==> src/rtl/pipe_pkg.sv <==
// Shared types for the pipeline hazard/sequencing controller.
package pipe_pkg;

  localparam int LSU_TIMEOUT_DEF = 255;

  typedef enum logic [1:0] {
    FWD_RF  = 2'b00,
    FWD_MEM = 2'b01,
    FWD_WB  = 2'b10
  } fwd_sel_e;

  typedef enum logic {
    LSU_IDLE = 1'b0,
    LSU_WAIT = 1'b1
  } lsu_state_e;

  // Shadow copy of one downstream stage. rs1/rs2 hold x0 when the operand is unused.
  typedef struct packed {
    logic       vld;
    logic [4:0] rd;
    logic       rd_wren;
    logic       is_load;
    logic       is_mem;
    logic [4:0] rs1;
    logic [4:0] rs2;
  } sb_entry_t;

  // True when entry e will write register r; x0 is never a dependency.
  function automatic logic writes(sb_entry_t e, logic [4:0] r);
    return e.vld & e.rd_wren & (e.rd != 5'd0) & (e.rd == r);
  endfunction

endpackage

==> src/rtl/lsu_wait_fsm.sv <==
// LSU request/ack sequencer with a bounded wait. A timeout completes the
// access as if acknowledged and raises a one-cycle bus error.
module lsu_wait_fsm
  import pipe_pkg::*;
#(
  parameter int LSU_TIMEOUT = LSU_TIMEOUT_DEF
) (
  input  logic clk,
  input  logic rst_n,
  input  logic access,
  input  logic ack,
  output logic req,
  output logic freeze,
  output logic timeout,
  output logic bus_err
);

  lsu_state_e state;
  logic [7:0] cnt;

  // A same-cycle ack wins over the timeout, so timeout is masked by ack.
  assign timeout = access & (state == LSU_WAIT) & (cnt == 8'(LSU_TIMEOUT - 1)) & ~ack;
  assign req     = access & ~timeout;
  assign freeze  = req & ~ack;
  assign bus_err = timeout;

  // Track the outstanding access and count wait cycles.
  always_ff @(posedge clk or negedge rst_n) begin
    if (!rst_n) begin
      state <= LSU_IDLE;
      cnt   <= '0;
    end else begin
      case (state)
        LSU_IDLE: if (req & ~ack) begin
          state <= LSU_WAIT;
          cnt   <= '0;
        end
        LSU_WAIT: if (ack | timeout | ~access) state <= LSU_IDLE;
                  else cnt <= cnt + 8'd1;
        default: state <= LSU_IDLE;
      endcase
    end
  end

endmodule

==> src/rtl/pipeline_ctrl.sv <==
// Hazard and sequencing controller for the 5-stage RV32I pipeline.
// Define FORWARD_EN to enable EX-operand forwarding (load-use stall only);
// without it every RAW dependency stalls until the writer leaves WB.
module pipeline_ctrl
  import pipe_pkg::*;
#(
  parameter int LSU_TIMEOUT = LSU_TIMEOUT_DEF
) (
  input  logic       i_clk,
  input  logic       i_rst_n,
  input  logic       i_id_vld,
  input  logic       i_id_insn_vld,
  input  logic       i_id_rs1_en,
  input  logic       i_id_rs2_en,
  input  logic [4:0] i_id_rs1_addr,
  input  logic [4:0] i_id_rs2_addr,
  input  logic [4:0] i_id_rd_addr,
  input  logic       i_id_rd_wren,
  input  logic       i_id_mem_rden,
  input  logic       i_id_mem_wren,
  input  logic       i_ex_redirect,
  input  logic       i_lsu_ack,
  output logic       o_pc_en,
  output logic       o_if_id_en,
  output logic       o_id_ex_en,
  output logic       o_ex_mem_en,
  output logic       o_mem_wb_en,
  output logic       o_if_id_flush,
  output logic       o_id_ex_flush,
  output logic [1:0] o_fwd_a_sel,
  output logic [1:0] o_fwd_b_sel,
  output logic       o_lsu_req,
  output logic       o_bus_err,
  output logic       o_illegal
);

  sb_entry_t  sb_ex, sb_mem, sb_wb, sb_ex_nxt;
  fwd_sel_e   fwd_a, fwd_b;
  logic       id_real, stall, freeze, lsu_timeout;
  logic [4:0] rs1_id, rs2_id;

  // Illegal encodings never create hazards; they only become a bubble.
  assign id_real = i_id_vld & i_id_insn_vld;
  assign rs1_id  = i_id_rs1_en ? i_id_rs1_addr : 5'd0;
  assign rs2_id  = i_id_rs2_en ? i_id_rs2_addr : 5'd0;

`ifdef FORWARD_EN
  // Only a load in EX cannot be bypassed in time.
  assign stall = id_real & sb_ex.is_load & (writes(sb_ex, rs1_id) | writes(sb_ex, rs2_id));

  // MEM is the younger producer, so it takes priority over WB.
  always_comb begin
    fwd_a = FWD_RF;
    fwd_b = FWD_RF;
    if (sb_ex.vld) begin
      if (writes(sb_mem, sb_ex.rs1))     fwd_a = FWD_MEM;
      else if (writes(sb_wb, sb_ex.rs1)) fwd_a = FWD_WB;
      if (writes(sb_mem, sb_ex.rs2))     fwd_b = FWD_MEM;
      else if (writes(sb_wb, sb_ex.rs2)) fwd_b = FWD_WB;
    end
  end
`else
  // No bypass anywhere: hold ID until every in-flight writer has retired.
  assign stall = id_real & (writes(sb_ex, rs1_id)  | writes(sb_ex, rs2_id)  |
                            writes(sb_mem, rs1_id) | writes(sb_mem, rs2_id) |
                            writes(sb_wb, rs1_id)  | writes(sb_wb, rs2_id));
  assign fwd_a = FWD_RF;
  assign fwd_b = FWD_RF;
`endif

  assign o_fwd_a_sel = fwd_a;
  assign o_fwd_b_sel = fwd_b;

  lsu_wait_fsm #(.LSU_TIMEOUT(LSU_TIMEOUT)) u_lsu (
    .clk     (i_clk),
    .rst_n   (i_rst_n),
    .access  (sb_mem.vld & sb_mem.is_mem),
    .ack     (i_lsu_ack),
    .req     (o_lsu_req),
    .freeze  (freeze),
    .timeout (lsu_timeout),
    .bus_err (o_bus_err)
  );

  // Priority: freeze, then redirect, then data stall. A redirect held by a
  // frozen EX is simply seen again once the freeze drops.
  assign o_pc_en       = ~freeze & (i_ex_redirect | ~stall);
  assign o_if_id_en    = ~freeze & (i_ex_redirect | ~stall);
  assign o_id_ex_en    = ~freeze;
  assign o_ex_mem_en   = ~freeze;
  assign o_mem_wb_en   = ~freeze;
  assign o_if_id_flush = ~freeze & i_ex_redirect;
  assign o_id_ex_flush = ~freeze & (i_ex_redirect | stall | (i_id_vld & ~i_id_insn_vld));
  assign o_illegal     = ~freeze & ~i_ex_redirect & i_id_vld & ~i_id_insn_vld;

  // Next EX entry: the ID instruction, or a bubble on redirect/stall/illegal.
  always_comb begin
    sb_ex_nxt = '0;
    if (id_real & ~i_ex_redirect & ~stall) begin
      sb_ex_nxt.vld     = 1'b1;
      sb_ex_nxt.rd      = i_id_rd_addr;
      sb_ex_nxt.rd_wren = i_id_rd_wren;
      sb_ex_nxt.is_load = i_id_mem_rden;
      sb_ex_nxt.is_mem  = i_id_mem_rden | i_id_mem_wren;
      sb_ex_nxt.rs1     = rs1_id;
      sb_ex_nxt.rs2     = rs2_id;
    end
  end

  // Scoreboard shifts in lockstep with the pipe; frozen stages hold.
  always_ff @(posedge i_clk or negedge i_rst_n) begin
    if (!i_rst_n) begin
      sb_ex  <= '0;
      sb_mem <= '0;
      sb_wb  <= '0;
    end else if (!freeze) begin
      sb_ex  <= sb_ex_nxt;
      sb_mem <= sb_ex;
      sb_wb  <= sb_mem;
    end
  end

  // WB only ever sources its destination; bus_err already carries the timeout.
  logic unused_sb;
  assign unused_sb = ^{sb_wb.is_load, sb_wb.is_mem, sb_wb.rs1, sb_wb.rs2, lsu_timeout};

endmodule

==> config.mk <==
export PLATFORM = sky130hd
export DESIGN_NAME = pipeline_ctrl
export DESIGN_NICKNAME = d
export VERILOG_FILES = /design/src/rtl/pipe_pkg.sv /design/src/rtl/lsu_wait_fsm.sv /design/src/rtl/pipeline_ctrl.sv
export SDC_FILE = /design/constraint.sdc
export NUM_CORES = 1
export LEC_CHECK = 0
export CAP_MARGIN = 20
export CORE_ASPECT_RATIO = 0.8
export CORE_MARGIN = 2
export CORE_UTILIZATION = 53
export DETAILED_ROUTE_END_ITERATION = 12
export HOLD_SLACK_MARGIN = 0.15
export PLACE_DENSITY_LB_ADDON = 0.3
export SETUP_SLACK_MARGIN = 0.05
export SLEW_MARGIN = 20
export SYNTH_ARGS = -nofsm -noshare
export SYNTH_HDL_FRONTEND = slang
export SYNTH_HIERARCHICAL = 1
export SYNTH_SLANG_ARGS = --single-unit
export TNS_END_PERCENT = 1
==> constraint.sdc <==
create_clock -name i_clk -period 3.06 [get_ports i_clk]
set_clock_uncertainty 0.2 [all_clocks]
set_input_delay 0.612 -clock i_clk [delete_from_list [all_inputs] [get_ports i_clk]]
set_output_delay 0.612 -clock i_clk [all_outputs]
set_load 0.005 [all_outputs]
==> out/results.tsv <==
metric	value	unit
pins over their slew limit	0	
placeable core region	0.00420	mm2
worst hold slack	0.299	ns
timing-limited maximum frequency	327	MHz
final setup violation count	0	
x dimension of the die	78.2	um
Hold Path Class	register to register	
run status	finished, final reports clean	
combinational fraction of design power	15.5	%
power per unit of standard cell area	349	mW/mm2
routed wirelength normalized by instance count	15.9	um
Site Rows	21	
Critical R2R Launch	sb_ex[16]	
fillers	340	
end of the worst register-to-register path	sb_ex[16]	
source of the worst hold timing path	sb_ex[10]	
overall track demand over capacity in global routing	23.8	%
Post-Place Cells	338	
cell-internal power	763	uW
Peak VDD IR	347	uV
Critical Path RT	2.25	ns
crit share post-route	99.9	%
routability congestion estimate from global placement	0.884	
Final Critical Period	3.06	ns
Die Ht	63.4	um
slack of the worst reg-to-reg path	0.49	ns
number of instances in the synthesized netlist	244	
relative contribution of sequential cells to total power	45.5	%
hold depth	1	
synthesis-to-layout area growth	26.0	%
pin count of the biggest net entering global routing	33	
Crit Path Max Fanout	7	
Syn Area/Cell	9.56	um2
CTS tree	done	
share of post-route cells with drive strength above 1	29.2	%
Detail Placement HPWL	4060	um
Critical Path End Type	output port	
element type at the critical path start	input port	
Total Wirelength	5600	um
pre-CTS worst setup slack	-0.708	ns
post-route antenna net violation count	0	
overall die area	0.00495	mm2
setup repair after global routing missed its margin	true	
cell count of the worst reg-to-reg path	10	
worst-case hold path end point	sb_ex[10]	
vias after detailed routing	2135	
synthesized cell area	0.00233	mm2
number of I/O pins	40	
leakage power figure	0.00124	uW
non-filler cells, final	352	
ratio of routed vias to standard cells	6.07	
master cell of the clock root buffer	sky130_fd_sc_hd__clkbuf_8	
clk sinks	32	
Switching Share	25.6	%
CTS clk-pin slew, worst paths	0.07	ns
Synth warnings	6	
wire length of the first global-routing pass	9250	um
most used cells in the layout excluding fill and tap cells	30 x sky130_fd_sc_hd__buf_4, 30 x sky130_fd_sc_hd__dfrtp_1, 19 x sky130_fd_sc_hd__clkdlybuf4s50_1	
number of DRC markers after the initial detailed-route iteration	228	
deepest level of the CTS H-tree	2	
Clock Path Buffers	2	
final core utilization	69.9	%
timing startpoint of the critical path	i_id_rs1_addr[1]	
total CTS buffers	5	
number of search-and-repair iterations in the first detailed-routing pass	5	
GRT Residual Overflow	0	
max-capacitance violation count	0	
antenna violations before repair	0	
count of final hold-check violations	0	
initial cell density of the core	55.5	%
total negative setup slack	0	ns
Critical Setup Path Class	input port to output port	
post-layout net count	322	
later-pin clock latency in the skew report	0.29	ns
number of remaining DRC errors	0	
part of the power in the clock network	39.0	%
power spent charging and discharging nets	263	uW
number of I/O port buffers	35	
Worst Setup Slack, final	0.00317	ns
via count of the first global-routing pass	1873	
arrival time of the worst setup path	2.24	ns
number of diodes	0	
[stage by stage]
stage / total power (uW) / cell area, um2
2_1_floorplan: 557 / 2340
3_3_place_gp: 628 / 2780
3_5_place_dp: 632 / 2780
4_1_cts: 1030 / 2920
5_1_grt: 1070 / 2940
6_report: 1030 / 2940
[critical path, stage by stage]
cell and delay (ns):
sky130_fd_sc_hd__dlygate4sd2_1 0.30, sky130_fd_sc_hd__nor4bb_1 0.31, sky130_fd_sc_hd__a31o_1 0.14, sky130_fd_sc_hd__a22oi_1 0.06, sky130_fd_sc_hd__nor4_1 0.34, sky130_fd_sc_hd__a211oi_2 0.13, sky130_fd_sc_hd__a41o_1 0.22, sky130_fd_sc_hd__buf_2 0.13
[worst max-delay path by stage]
stage	end	slack, ns	cells past startpoint
6_report	o_if_id_en	0.003	8
5_1_grt	o_pc_en	-0.06	7
4_1_cts	o_pc_en	0.03	7
3_5_place_dp	o_id_ex_flush	-0.71	8
3_3_place_gp	o_id_ex_flush	-0.67	7
2_1_floorplan	o_pc_en	0.13	8
[state kept, by name (all words and copies together) (netlist names)]
signal	cells
sb_ex	8
sb_mem	8
u_lsu/cnt	8
sb_wb	7
u_lsu/state	1
[cell type report]
class	count	area (um2)	area share, %
multi-input cells	179	1370	46.7
flip-flops and latches	32	803	27.3
repair buffers	65	539	18.3
well taps	57	71.3	2.43
clock buffers	5	68.8	2.34
clock inverters	3	42.5	1.45
inverters	11	41.3	1.40
[repair_timing]
action,CTS,global route
resized for setup,49,6
setup buffers,5,1
hold endpoints to repair,0,0
endpoints found under the setup margin,8,7
hold buffers,0,0
pin swaps,14,5
[metal layers]
metal	part of all wire (%)	GRT usage [%]
met1	50	37.6
met2	42	33.2
met3	7.6	5.01
met4	1.1	5.48
met5	0	0
[power by group through the flow]
stage	Clock (uW)	Combinational [uW]	Sequential [uW]
final	400	159	467
after global routing	422	176	469
after detailed placement	0	160	472
after floorplan	0	98.0	459
after global placement	0	156	472
after CTS	406	158	465
No activity file was read; power rests on OpenSTA's default activity.
